==> src/rtl/fpu_pkg.sv <==
// Shared definitions for the floating-point datapath stages.
// Contents:
//   EXP_BIAS, EXP_MAX    - single-precision exponent constants
//   norm_state_t         - control states of the normalize/round stage
//   CARRY_B .. S_B       - bit positions inside the 28-bit aligned mantissa bus
//   QNAN / INF_POS / INF_NEG - packed special-value patterns
package fpu_pkg;

  localparam int          EXP_BIAS = 127;
  localparam logic [7:0]  EXP_MAX  = 8'hFF;

  typedef enum logic [1:0] {
    IDLE  = 2'd0,
    NORM  = 2'd1,
    ROUND = 2'd2,
    DONE  = 2'd3
  } norm_state_t;

  // Mantissa bus layout: [27]=carry, [26]=hidden, [25:3]=fraction,
  // [2]=guard, [1]=round, [0]=sticky.
  localparam int CARRY_B  = 27;
  localparam int HIDDEN_B = 26;
  localparam int LSB_B    = 3;
  localparam int G_B      = 2;
  localparam int R_B      = 1;
  localparam int S_B      = 0;

  localparam logic [31:0] QNAN    = 32'h7FC0_0000;
  localparam logic [31:0] INF_POS = 32'h7F80_0000;
  localparam logic [31:0] INF_NEG = 32'hFF80_0000;

endpackage

==> src/rtl/fpu_round_rne.sv <==
// Round-to-nearest-even incrementer (purely combinational).
// Ports:
//   sig       in  SIG_W  significand {hidden, fraction}; sig[0] is the lsb
//   g, r, s   in  1      guard, round and sticky bits below the lsb
//   sig_rnd   out SIG_W  rounded significand
//   carry     out 1      rounding overflowed the significand (all ones + 1)
module fpu_round_rne #(
  parameter int SIG_W = 24
) (
  input  logic [SIG_W-1:0] sig,
  input  logic             g,
  input  logic             r,
  input  logic             s,
  output logic [SIG_W-1:0] sig_rnd,
  output logic             carry
);

  logic             inc;
  logic [SIG_W:0]   sum;

  // Round up when above half, or exactly half and the lsb is odd.
  assign inc     = g & (r | s | sig[0]);
  assign sum     = {1'b0, sig} + {{SIG_W{1'b0}}, inc};
  assign sig_rnd = sum[SIG_W-1:0];
  assign carry   = sum[SIG_W];

endmodule

==> src/rtl/fpu_normalize_round.sv <==
// Post-addition normalize and round stage of the FP adder.
// Takes the raw aligned mantissa sum, the larger exponent and the result sign,
// renormalizes one bit per cycle, rounds to nearest-even and packs an IEEE-754
// single-precision result.
// Ports:
//   clk, rst        clock (rising edge), asynchronous active-high reset
//   in_valid/ready  input handshake; ready only while idle
//   in_sign         result sign from the adder
//   in_exp          larger exponent from the align stage
//   in_mant         aligned mantissa sum (carry, hidden, fraction, g, r, s)
//   out_valid/ready output handshake; result and flags held until accepted
//   out_result      packed {sign, exp, frac}
//   out_overflow    result saturated to infinity
//   out_underflow   result flushed to signed zero
//   out_zero        exact zero result
module fpu_normalize_round
  import fpu_pkg::*;
#(
  parameter int EXP_W  = 8,
  parameter int FRAC_W = 23
) (
  input  logic                      clk,
  input  logic                      rst,
  input  logic                      in_valid,
  output logic                      in_ready,
  input  logic                      in_sign,
  input  logic [EXP_W-1:0]          in_exp,
  input  logic [FRAC_W+4:0]         in_mant,
  output logic                      out_valid,
  input  logic                      out_ready,
  output logic [EXP_W+FRAC_W:0]     out_result,
  output logic                      out_overflow,
  output logic                      out_underflow,
  output logic                      out_zero
);

  localparam int MANT_W = FRAC_W + 5;
  localparam int SIG_W  = FRAC_W + 1;
  localparam int RES_W  = EXP_W + FRAC_W + 1;
  // Two extra bits: one for +1 past the maximum, one for sign below zero.
  localparam int EXPI_W = EXP_W + 2;
  localparam logic signed [EXPI_W-1:0] EXP_ONE = EXPI_W'(1);
  localparam logic signed [EXPI_W-1:0] EXP_TOP = EXPI_W'((1 << EXP_W) - 1);

  norm_state_t               state_reg, state_next;
  logic                      sign_reg, sign_next;
  logic signed [EXPI_W-1:0]  exp_reg, exp_next;
  logic [MANT_W-1:0]         mant_reg, mant_next;
  logic [RES_W-1:0]          result_reg, result_next;
  logic                      ovf_reg, ovf_next;
  logic                      unf_reg, unf_next;
  logic                      zero_reg, zero_next;

  logic [SIG_W-1:0]          sig_rnd;
  logic                      rnd_carry;
  logic signed [EXPI_W-1:0]  exp_rnd;

  fpu_round_rne #(.SIG_W(SIG_W)) u_round (
    .sig     (mant_reg[HIDDEN_B:LSB_B]),
    .g       (mant_reg[G_B]),
    .r       (mant_reg[R_B]),
    .s       (mant_reg[S_B]),
    .sig_rnd (sig_rnd),
    .carry   (rnd_carry)
  );

  // A rounding carry leaves sig_rnd all zeros, so the fraction is already 0.
  assign exp_rnd = exp_reg + (rnd_carry ? EXP_ONE : '0);

  always_ff @(posedge clk or posedge rst) begin
    if (rst) begin
      state_reg  <= IDLE;
      sign_reg   <= 1'b0;
      exp_reg    <= '0;
      mant_reg   <= '0;
      result_reg <= '0;
      ovf_reg    <= 1'b0;
      unf_reg    <= 1'b0;
      zero_reg   <= 1'b0;
    end else begin
      state_reg  <= state_next;
      sign_reg   <= sign_next;
      exp_reg    <= exp_next;
      mant_reg   <= mant_next;
      result_reg <= result_next;
      ovf_reg    <= ovf_next;
      unf_reg    <= unf_next;
      zero_reg   <= zero_next;
    end
  end

  always_comb begin
    state_next  = state_reg;
    sign_next   = sign_reg;
    exp_next    = exp_reg;
    mant_next   = mant_reg;
    result_next = result_reg;
    ovf_next    = ovf_reg;
    unf_next    = unf_reg;
    zero_next   = zero_reg;

    case (state_reg)
      IDLE: begin
        if (in_valid) begin
          sign_next  = in_sign;
          exp_next   = $signed({2'b00, in_exp});
          mant_next  = in_mant;
          state_next = NORM;
        end
      end

      NORM: begin
        if (mant_reg == '0) begin
          result_next = '0;
          zero_next   = 1'b1;
          state_next  = DONE;
        end else if (mant_reg[CARRY_B]) begin
          // Shift right once; OR the dropped bit into sticky.
          mant_next  = {1'b0, mant_reg[MANT_W-1:2], mant_reg[1] | mant_reg[0]};
          exp_next   = exp_reg + EXP_ONE;
          state_next = ROUND;
        end else if (mant_reg[HIDDEN_B]) begin
          state_next = ROUND;
        end else if (exp_reg <= EXP_ONE) begin
          result_next = {sign_reg, {(RES_W-1){1'b0}}};
          unf_next    = 1'b1;
          state_next  = DONE;
        end else begin
          mant_next = {mant_reg[MANT_W-2:0], 1'b0};
          exp_next  = exp_reg - EXP_ONE;
        end
      end

      ROUND: begin
        if (exp_rnd >= EXP_TOP) begin
          result_next = {sign_reg, {EXP_W{1'b1}}, {FRAC_W{1'b0}}};
          ovf_next    = 1'b1;
        end else begin
          result_next = {sign_reg, exp_rnd[EXP_W-1:0], sig_rnd[FRAC_W-1:0]};
        end
        state_next = DONE;
      end

      DONE: begin
        if (out_ready) begin
          ovf_next   = 1'b0;
          unf_next   = 1'b0;
          zero_next  = 1'b0;
          state_next = IDLE;
        end
      end

      default: state_next = IDLE;
    endcase
  end

  assign in_ready      = (state_reg == IDLE);
  assign out_valid     = (state_reg == DONE);
  assign out_result    = result_reg;
  assign out_overflow  = ovf_reg;
  assign out_underflow = unf_reg;
  assign out_zero      = zero_reg;

endmodule
==> config.mk <==
export PLATFORM = sky130hd
export DESIGN_NAME = fpu_normalize_round
export DESIGN_NICKNAME = d
export VERILOG_FILES = /design/src/rtl/fpu_pkg.sv /design/src/rtl/fpu_round_rne.sv /design/src/rtl/fpu_normalize_round.sv
export SDC_FILE = /design/constraint.sdc
export NUM_CORES = 1
export LEC_CHECK = 0
export BUFFER_PORTS_ARGS = -buffer_cell sky130_fd_sc_hd__buf_4
export CORE_ASPECT_RATIO = 1.1
export CORE_MARGIN = 1
export CORE_UTILIZATION = 50
export CTS_CLUSTER_DIAMETER = 50
export DETAILED_ROUTE_END_ITERATION = 12
export PLACE_DENSITY = 0.79
export SYNTH_ARGS = -nofsm -noshare
export SYNTH_HDL_FRONTEND = slang
export SYNTH_HIERARCHICAL = 1
export SYNTH_SLANG_ARGS = --single-unit
==> constraint.sdc <==
create_clock -name clk -period 4.59 [get_ports clk]
set_input_delay 0.918 -clock clk [delete_from_list [all_inputs] [get_ports clk]]
set_output_delay 0.918 -clock clk [all_outputs]
set_load 0.02 [all_outputs]
# ---- Word level (Yosys, flattened, before mapping)
# Index checks and enable logic that the tools add are counted.
dict set report word_totals {
  register_bits 76
  in_bits 41
  output_inout_bits 37
  word_cells 85
}
dict set report op_classes {
  addsub 4
  order_cmp 2
  eq_ne 17
  mux 36
  bitwise_logic 3
  n_reduce_logical 14
}
# cell count
set op_table {}
lappend op_table {{two-way mux 32 bit} 4}
lappend op_table {{two-way mux 27 bit} 3}
lappend op_table {{case mux 32 bit (2 select lines)} 1}
lappend op_table {{two-way mux 28 bit} 2}
lappend op_table {{case mux 28 bit (2 select lines)} 1}
lappend op_table {{two-way mux 10 bit} 5}
lappend op_table {{two-way mux 31 bit} 1}
lappend op_table {{logical NOT 28 bit} 1}
lappend op_table {{adder 24 x 1 -> 25 bit} 1}
lappend op_table {{case mux 10 bit (2 select lines)} 1}
lappend op_table {{!= test 3 bit, second input constant} 5}
lappend op_table {{!= test 2 bit, second input constant} 7}
lappend op_table {{two-way mux 2 bit} 6}
lappend op_table {{AND reduction 3 bit} 4}
lappend op_table {{adder 10 x 1 -> 10 bit} 1}
lappend op_table {{adder 10 x 2 -> 10 bit, second input constant} 1}
lappend op_table {{>= comparator 10 x 9 -> 1 bit, second input constant} 1}
lappend op_table {{less-or-equal comparator 10 x 2 -> 1 bit, second input constant} 1}
lappend op_table {{subtractor 10 x 2 -> 10 bit, second input constant} 1}
lappend op_table {{two-way mux 1 bit} 8}
lappend op_table {{case mux 2 bit (4 select lines)} 1}
lappend op_table {{nonzero test 2 bit} 4}
lappend op_table {{case mux 1 bit (2 select lines)} 3}
lappend op_table {{AND reduction 6 bit} 1}
lappend op_table {{other kinds (10)} 12}

# ---- Logic depth before layout (Yosys ltp)
# Gate-level depths: netlist (run 1).
dict set report depth {
  word_depth 9
  mapped_depth 13
  depth_no_buf 12
}

# ---- Cells and area by module
# The synthesis (run 1) kept the hierarchy.
# module instances cells_per_inst area_per_inst_um2 seq_area_each_um2
set by_module_without_submodules {}
lappend by_module_without_submodules {fpu_normalize_round 1 469 4184.0 1901.8}
lappend by_module_without_submodules {fpu_round_rne 1 67 490.5 0.0}

# ---- Least setup slack after synthesis (run 1)
# OpenSTA, ideal clock, no wires.
dict set report synth_path {
  kind {register to register}
  start {register mant_reg[12]}
  end {register ovf_reg (netlist: out_overflow)}
  setup_time_ps 121
  t_arrival_ps 3057
  t_required_ps 4469
  path_slack_ps 1412
  path_stages_with_launch 12
  n_path_buf 0
  synth_period_minus_slack_ps 3178
  cell_sequence {dfrtp_1 > nand4_4 > nor4_1 > and4_1 > ha_1 > ha_1 > nand3_4 > or3_4 > a2111oi_4 > o211ai_4 > mux2_4 > a22o_1}
}
dict set report synth_between {
  elab_chain_cells 6
}
# item line_no
set synth_rtl {}
lappend synth_rtl {{start, declared} fpu_normalize_round.sv:48} ;# logic [MANT_W-1:0] mant_reg, mant_next;
lappend synth_rtl {{start signal, assigned} fpu_normalize_round.sv:84} ;# mant_reg <= mant_next;
lappend synth_rtl {{adder 24 x 1 -> 25 bit} fpu_round_rne.sv:23} ;# assign sum = {1'b0, sig} + {{SIG_W{1'b0}}, inc};
lappend synth_rtl {{via rnd_carry} fpu_normalize_round.sv:55} ;# logic rnd_carry;
lappend synth_rtl {{two-way mux 1 bit} fpu_normalize_round.sv:68} ;# assign exp_rnd = exp_reg + (rnd_carry ? EXP_ONE : '0);
lappend synth_rtl {{adder 10 x 1 -> 10 bit} fpu_normalize_round.sv:68}
lappend synth_rtl {{>= comparator 10 x 9 -> 1 bit} fpu_normalize_round.sv:135} ;# if (exp_rnd >= EXP_TOP) begin
lappend synth_rtl {{!= test 2 bit (no line)} -}
lappend synth_rtl {{AND reduction 3 bit (no line)} -}
lappend synth_rtl {{end signal, assigned} fpu_normalize_round.sv:86} ;# ovf_reg <= ovf_next;
lappend synth_rtl {{end, declared} fpu_normalize_round.sv:50} ;# logic ovf_reg, ovf_next;
# The timed path passes the listed nets, and every way through them passes these cells.
# A chain may end at the register's enable or synchronous reset.

# ---- Worst setup path after layout (run 1)
dict set report layout_path {
  start {register mant_reg[2]}
  end {register result_reg[6] (netlist: out_result[6])}
}
dict set report layout_between {
  elab_chain_cells 7
  elab_cells_between_ends 13
  classes_between {add/sub (2); order compare (1); eq/ne (3); mux (4); bitwise (1); reduce/logical (2)}
}
# item line_no
set layout_rtl {}
lappend layout_rtl {{AND 1 bit} fpu_round_rne.sv:22} ;# assign inc = g & (r | s | sig[0]);
lappend layout_rtl {{adder 24 x 1 -> 25 bit} fpu_round_rne.sv:23}
lappend layout_rtl {{via rnd_carry} fpu_normalize_round.sv:55}
lappend layout_rtl {{two-way mux 1 bit} fpu_normalize_round.sv:68}
lappend layout_rtl {{adder 10 x 1 -> 10 bit} fpu_normalize_round.sv:68}
lappend layout_rtl {{>= comparator 10 x 9 -> 1 bit} fpu_normalize_round.sv:135}
lappend layout_rtl {{two-way mux 31 bit} fpu_normalize_round.sv:135}
lappend layout_rtl {{case mux 32 bit (2 select lines)} fpu_normalize_round.sv:102} ;# case (state_reg)
lappend layout_rtl {{end signal, assigned} fpu_normalize_round.sv:85} ;# result_reg <= result_next;
lappend layout_rtl {{end, declared} fpu_normalize_round.sv:49} ;# logic [RES_W-1:0] result_reg, result_next;
# The timed path passes the listed nets, and every way through them passes these cells.

==> results of run 1 <==
==> per-layer routing <==
| layer | share of wire (%) | vias up | track usage (%) |
|---|---|---|---|
| met4 | 2.3 | 0 | 10.8 |
| met5 | 0 | - | 0 |
| met1 | 44 | 2092 | 34.2 |
| li1 | - | 2063 | - |
| met2 | 48 | 175 | 41.3 |
| met3 | 5.8 | 20 | 2.78 |
==> placed cells by master, fill, tap and decap left out, types with 2 or more instances in the layout <==
| master | n |
|---|---|
| or2b_1 | 2 |
| nor2_1 | 13 |
| nor4b_1 | 2 |
| or2_2 | 4 |
| o22ai_1 | 9 |
| a21oi_1 | 15 |
| and3_1 | 30 |
| xor2_1 | 8 |
| or3_1 | 2 |
| buf_4 | 85 |
| clkbuf_8 | 10 |
| a22o_1 | 12 |
| nand2b_1 | 2 |
| nand4_1 | 11 |
| nor4_1 | 10 |
| a221oi_1 | 25 |
| o211ai_1 | 2 |
| o21ai_0 | 62 |
| nand4_4 | 2 |
| a2bb2oi_1 | 4 |
| and4_1 | 3 |
| nand3_1 | 16 |
| xnor2_1 | 19 |
| dfrtp_1 | 76 |
| inv_1 | 10 |
| a31oi_1 | 3 |
| bufinv_16 | 2 |
| clkinv_2 | 3 |
| nor3_1 | 7 |
| and2_1 | 5 |
| nand2_1 | 107 |
| ha_1 | 10 |
| a21o_1 | 2 |
==> through the flow <==
step           power (µW)  area, µm²  cells  setup WS [ns]
6_report             3640       5480    711          0.812
5_1_grt              3900       5480    711          0.509
4_1_cts              3630       5480    711          0.811
3_5_place_dp         3060       5260    695          0.814
3_3_place_gp         2990       5260    695           1.05
2_1_floorplan        2550       4660    534           1.48
==> tightest hold or removal path, delay by kind of cell (launching register included) <==
family | cells | cell delay (ns)
and+or+nand+nor | 1 | 0.05
DFF | 1 | 0.35
AOI/OAI and AO/OA | 1 | 0.06
==> where the power goes <==
group | switching, µW | internal (µW) | total (µW) | leakage [µW]
logic | 1040 | 688 | 1720 | 0.00141
clock network | 246 | 319 | 565 | 0.000113
registers | 413 | 936 | 1350 | 0.000973
==> area by class of cell <==
cell class	count	area, µm²	share of cell area, %
sequential	76	1900	34.7
tap	114	143	2.60
clock buffer	11	141	2.58
timing repair buffer	85	638	11.6
inverter	12	45.0	0.822
multi-input combinational	408	2540	46.3
clock inverter	5	75.1	1.37
==> worst min path at each step <==
| stage | slack, ns | cells after the start | end | start |
|---|---|---|---|---|
| final | 0.48 | 2 | out_result[17] | out_result[17] |
| after detailed placement | 0.47 | 2 | out_result[31] | out_result[31] |
| after global placement | 0.46 | 2 | out_result[31] | out_result[31] |
| after floorplan | 0.48 | 2 | out_result[31] | sign_reg |
| after global routing | 0.52 | 2 | out_result[13] | out_result[13] |
| after CTS | 0.49 | 2 | out_result[17] | out_result[17] |
==> summary.md, run 1 <==
| Metric | Value |
|---|---|
| # Max-Cap Violations | `0` |
| RSZ-0062 raised after global routing | `false` |
| H-Tree Depth | `3` |
| CTS tree | `built` |
| # IOs | `78` |
| Run status | `finished clean` |
| Final setup vio count | `0` |
| Mapped Area | `0.00466 mm²` |
| Total CTS buffers | `9` |
| CP Buf/Inv Count | `0` |
| Worst hold margin | `0.481 ns` |
| Largest net degree at the start of global routing | `a little over 50` |
| Drc violations | `0` |
| Worst slew margin | `33.0%` |
| Final min period | `between 3 and 4 ns` |
| FF-to-FF path depth | `12` |
| Slew @ Worst Pin | `roughly 1.0 ns` |
| Pre-antenna DRT Iters | `5` |
| Final setup TNS | `0 ns` |
| Reg-to-Reg End | `out_result[6]` |
| Worst setup EP type | `flop` |
| Die ar. | `0.00971 mm²` |
| Row count | `36` |
| Clk sinks | `76` |
| End point of the critical path | `out_result[6]` |
| Starting DRT DRC Count | `356` |
| Share of layout cells above drive strength 1 | `19.8%` |
| Syn avg cell area | `8.73 µm²` |
| Mapped Cells | `534` |
| CTS max path bufs | `2` |
| Layout fillers | `763` |
| Area of the core | `approximately 0.009 mm²` |
| Syn Nets | `585` |
| Delay-heaviest family, CP | `simple AND/OR/NAND/NOR gates` |
| Avg WL per Cell | `16.8 µm` |
| RePlAce Congestion | `roughly 0.9` |
| Worst path cell trace | `and2_1 -> ha_1 -> and2_1 -> and4_1 -> ha_1 -> ha_1 -> nand3_4 -> or3_4 -> a2111oi_4 -> o211ai_4 -> nand2_1 -> o21ai_0` |
| Startpoint Class | `flop` |
| Pwr/cell area | `664 mW/mm²` |
| Final ANT Viol Nets | `0` |
| Fin. max-slew vios | `0` |
| Ant diodes | `0` |
| Max FO, Critical Path | `23` |
| Max reg flops | `32` |
| Levels on crit path | `12` |
| First-pass GRT wire length | `19,100 µm` |
| Gr ovfl total | `0` |
| Dpl hpwl | `8390 µm` |
| Peak supply drop | `around 0.40 mV` |
| Final core utilization | `between 60 and 70%` |
| Chip Width | `94.1 µm` |
| PortBufs | `77` |
| DRT Wirelength | `11,900 µm` |
| Register clock-pin slew on the reported worst setup and hold paths | `0.08 ns` |
| Antenna violations before repair | `0` |
| Final hold violations | `0` |
| Final critical-path share of the clock period | `82.3%` |
| Vias in the first global route | `3,995` |
| Max Freq | `265 MHz` |
| Worst EP required | `4.79 ns` |
| Total Routing Usage GR | `25.2%` |
| Slowest cell delay on critical path | `0.56 ns` |
| Slowest cell on crit path | `nand2_1` |
| CTS Hold Bufs | `0` |
| Post-cts resize count | `0` |
| Crit. Startpoint | `mant_reg[2]` |
| Leak | `0.00249 µW` |
| Vias | `4,350` |
| Critical path type | `reg -> reg` |
| Nets | `643` |
| Reg2Reg Setup Slack | `0.81 ns` |
| CP dominant cell by count | `ha_1` |
| Worst hold path class | `reg -> reg` |
| Worst r2r src | `mant_reg[2]` |
| Die H | `103 µm` |
| Yosys synthesis warning count | `6` |
| Vias per cell | `6.12` |
| Post-CTS Setup Repair Bufs | `0` |
| Crit path DAT | `between 3 and 4 ns` |
| Worst skew pair latency | `~0.35 ns` |
| Area growth, synth to finish | `17.6%` |
| Root buf cell | `clkbuf_8` |
| Clock Skew | `0.0104 ns` |
| Initial core utilization | `52.0%` |
Power figures use the tool's default switching activity.
==> run 2: changes to the inputs <==
Settings changed: PLACE_DENSITY 0.79 to 0.82.
Clock period 4.59 ns to 3.4 ns, I/O delays scaled along.
==> summary.md, run 2 (synthesized netlist as in run 1, its figures left out) <==
| Metric | Value |
|---|---|
| Run status | `finished clean` |
| First-pass GRT wire length | `20,000 µm (+4.7%)` |
| Drc violations | `0 (unchanged)` |
| Max Freq | `307 MHz (+16%)` |
| Commonest cells after routing, fill and taps aside | `107 x nand2_1, 100 x buf_4, 75 x dfrtp_1` |
| Grt met2 use | `44.9% (+3.6 points)` |
| Total CTS buffers | `9 (unchanged)` |
| Vias in the first global route | `4,201 (+5.2%)` |
| Critical path type | `reg -> reg` |
| Worst setup EP type | `flop` |
| Slew @ Worst Pin | `0.995 ns (-0.00813 ns)` |
| Post-Place Worst Slack | `0.0648 ns (-0.749 ns)` |
| Worst EP required | `3.66 ns (-1.13 ns)` |
| Register clock-pin slew on the reported worst setup and hold paths | `0.08 ns (about the same)` |
| Worst path cell trace | `and2_4 -> ha_1 -> and2_1 -> and4_1 -> ha_1 -> ha_4 -> nand3_4 -> or3_4 -> a2111oi_4 -> o211ai_4 -> mux2_4 -> a22o_1` |
| CTS max path bufs | `2 (unchanged)` |
| M1 GR Usage | `34.4% (+0.19 points)` |
| Slowest cell delay on critical path | `0.42 ns (-0.14 ns)` |
| Gr ovfl total | `0 (unchanged)` |
| Crit path DAT | `3.51 ns (-0.47 ns)` |
| Area growth, synth to finish | `21.7%` |
| Final hold violations | `0 (unchanged)` |
| Vias per cell | `6.11 (-0.14%)` |
| Clk sinks | `76 (unchanged)` |
| Worst slew margin | `33.7% (+0.64 points)` |
| Met3 Use GR | `4.90% (+2.1 points)` |
| Max FO, Critical Path | `10 (-57%)` |
| Final min period | `3.25 ns (-0.524 ns)` |
| Row count | `36 (unchanged)` |
| CTS Hold Bufs | `0 (unchanged)` |
| Register area | `0.00190 mm² (about the same)` |
| Nets | `661 (+2.8%)` |
| Final critical-path share of the clock period | `95.7% (+13 points)` |
| Final setup vio count | `0 (unchanged)` |
| Ant diodes | `0 (unchanged)` |
| RePlAce Congestion | `0.953 (+5.8%)` |
| Final Non-Filler Cells | `729 (+2.5%)` |
| Post-route setup slack | `0.146 ns (-0.666 ns)` |
| Clock Skew | `0.00910 ns (-0.00131 ns)` |
| Initial core utilization | `52.0% (unchanged)` |
| Chip Width | `94.1 µm (unchanged)` |
| Largest net degree at the start of global routing | `51 (unchanged)` |
| Post-Place Cells | `712 (+2.4%)` |
| Root buf cell | `clkbuf_8` |
| Final ANT Viol Nets | `0 (unchanged)` |
| Commonest non-fill, non-tap cell in the layout | `nand2_1` |
| Layout fillers | `738 (-3.3%)` |
| # IOs | `78 (unchanged)` |
| Gr busiest metal | `met2` |
| Dpl cell area | `0.00543 mm² (+3.1%)` |
| Starting DRT DRC Count | `434 (+22%)` |
| Worst skew pair latency | `0.37 ns (+0.02 ns)` |
| Vias | `4,454 (+2.4%)` |
| CTS tree | `built` |
| DRT Wirelength | `12,300 µm (+3.3%)` |
| Die H | `103 µm (unchanged)` |
| Startpoint Class | `flop` |
| PortBufs | `77 (unchanged)` |
| Share of layout cells above drive strength 1 | `22.4% (+2.7 points)` |
| Slowest cell on crit path | `dfrtp_1` |
| Peak supply drop | `0.655 mV (+64%)` |
| # Max-Cap Violations | `0 (unchanged)` |
| H-Tree Depth | `3 (unchanged)` |
| Dpl hpwl | `8800 µm (+4.9%)` |
| Avg WL per Cell | `16.9 µm (+0.75%)` |
| Post-route cell area | `0.00567 mm² (+3.5%)` |
| Worst hold path class | `in -> async` |
| Die ar. | `0.00971 mm² (unchanged)` |
| CP dominant cell by count | `ha_1` |
| Pre-antenna DRT Iters | `5 (unchanged)` |
| Total Routing Usage GR | `27.0% (+1.8 points)` |
| Pwr/cell area | `905 mW/mm² (+36%)` |
| Area of the multi-input gates | `0.00255 mm² (+0.59%)` |
| Leak | `0.00259 µW (+3.8%)` |
| Fin. max-slew vios | `0 (unchanged)` |
| Area of the core | `0.00896 mm² (unchanged)` |
| Antenna violations before repair | `0 (unchanged)` |
| Max reg flops | `32 (unchanged)` |
==> run 2: cell count changes in the layout (fill, tap and decap cells not counted) <==
| cell | previous run | this run |
|---|---|---|
| buf_4 | 85 | 100 |
| buf_12 | 0 | 3 |
| clkinv_2 | 3 | 1 |
| and2_1 | 5 | 4 |
| and2_4 | 0 | 1 |
| clkbuf_1 | 1 | 2 |
| clkinvlp_4 | 0 | 1 |
| dfrtp_1 | 76 | 75 |
| dfrtp_2 | 0 | 1 |
| ha_1 | 10 | 9 |
| ha_4 | 0 | 1 |
==> run 2: worst max-delay path, delay by kind of cell (launching register included) <==
family                     cells  cell delay [ns]
adders and majority gates      3             0.57
muxes                          1             0.32
AOI/OAI and AO/OA              3             0.75
DFF                            1             0.42
and+or+nand+nor                5             1.07
==> run 2: layout make-up <==
type	instances	share of cell area, %
clock inverters	4	1.28
well taps	114	2.52
inverters	12	0.794
flip-flops and latches	76	33.6
repair buffers	103	14.3
multi-input cells	408	45.0
clock buffers	12	2.56
==> run 2: worst paths after layout <==
kind | cells after the start | from | slack (ns) | endpoint
hold / removal | 2 | rst | 0.45 | out_overflow
setup reg to reg | 12 | mant_reg[3] | 0.15 | out_overflow
min in group clk | 2 | out_result[22] | 0.49 | out_result[22]
setup / recovery | 12 | mant_reg[3] | 0.15 | out_overflow
max in group asynchronous | 3 | rst | 2.27 | mant_reg[16]
hold reg to reg | 2 | out_result[22] | 0.49 | out_result[22]
==> run 2: metal layers <==
layer / part of all wire, % / up-vias / wire, µm
met1: 42 / 2126 / 5150
met2: 47 / 189 / 5840
li1: - / 2102 / -
met5: 0 / - / 0
met3: 7.3 / 37 / 904
met4: 3.4 / 0 / 415
==> run 2: what timing repair did <==
item	CTS	global route
setup buffers	0	1
resized for setup	0	4
setup endpoints to repair	0	25
==> run 2: where the power goes <==
group          total [µW]  internal, µW  switching (µW)
Sequential           1720          1270             453
Clock                 779           433             346
Combinational        2630          1080            1550
Total                5130          2780            2350
==> run 2: through the flow <==
| stage | TNS, ns | hold slack (ns) | total power [µW] | util [%] |
|---|---|---|---|---|
| 6_report | 0 | 0.454 | 5130 | 63.3 |
| 5_1_grt | -0.0140 | 0.503 | 5510 | 63.3 |
| 4_1_cts | 0 | 0.478 | 5080 | 63.0 |
| 3_5_place_dp | 0 | 0.462 | 4310 | 60.6 |
| 3_3_place_gp | 0 | 0.460 | 4210 | 60.6 |
| 2_1_floorplan | 0 | 0.479 | 3440 | - |
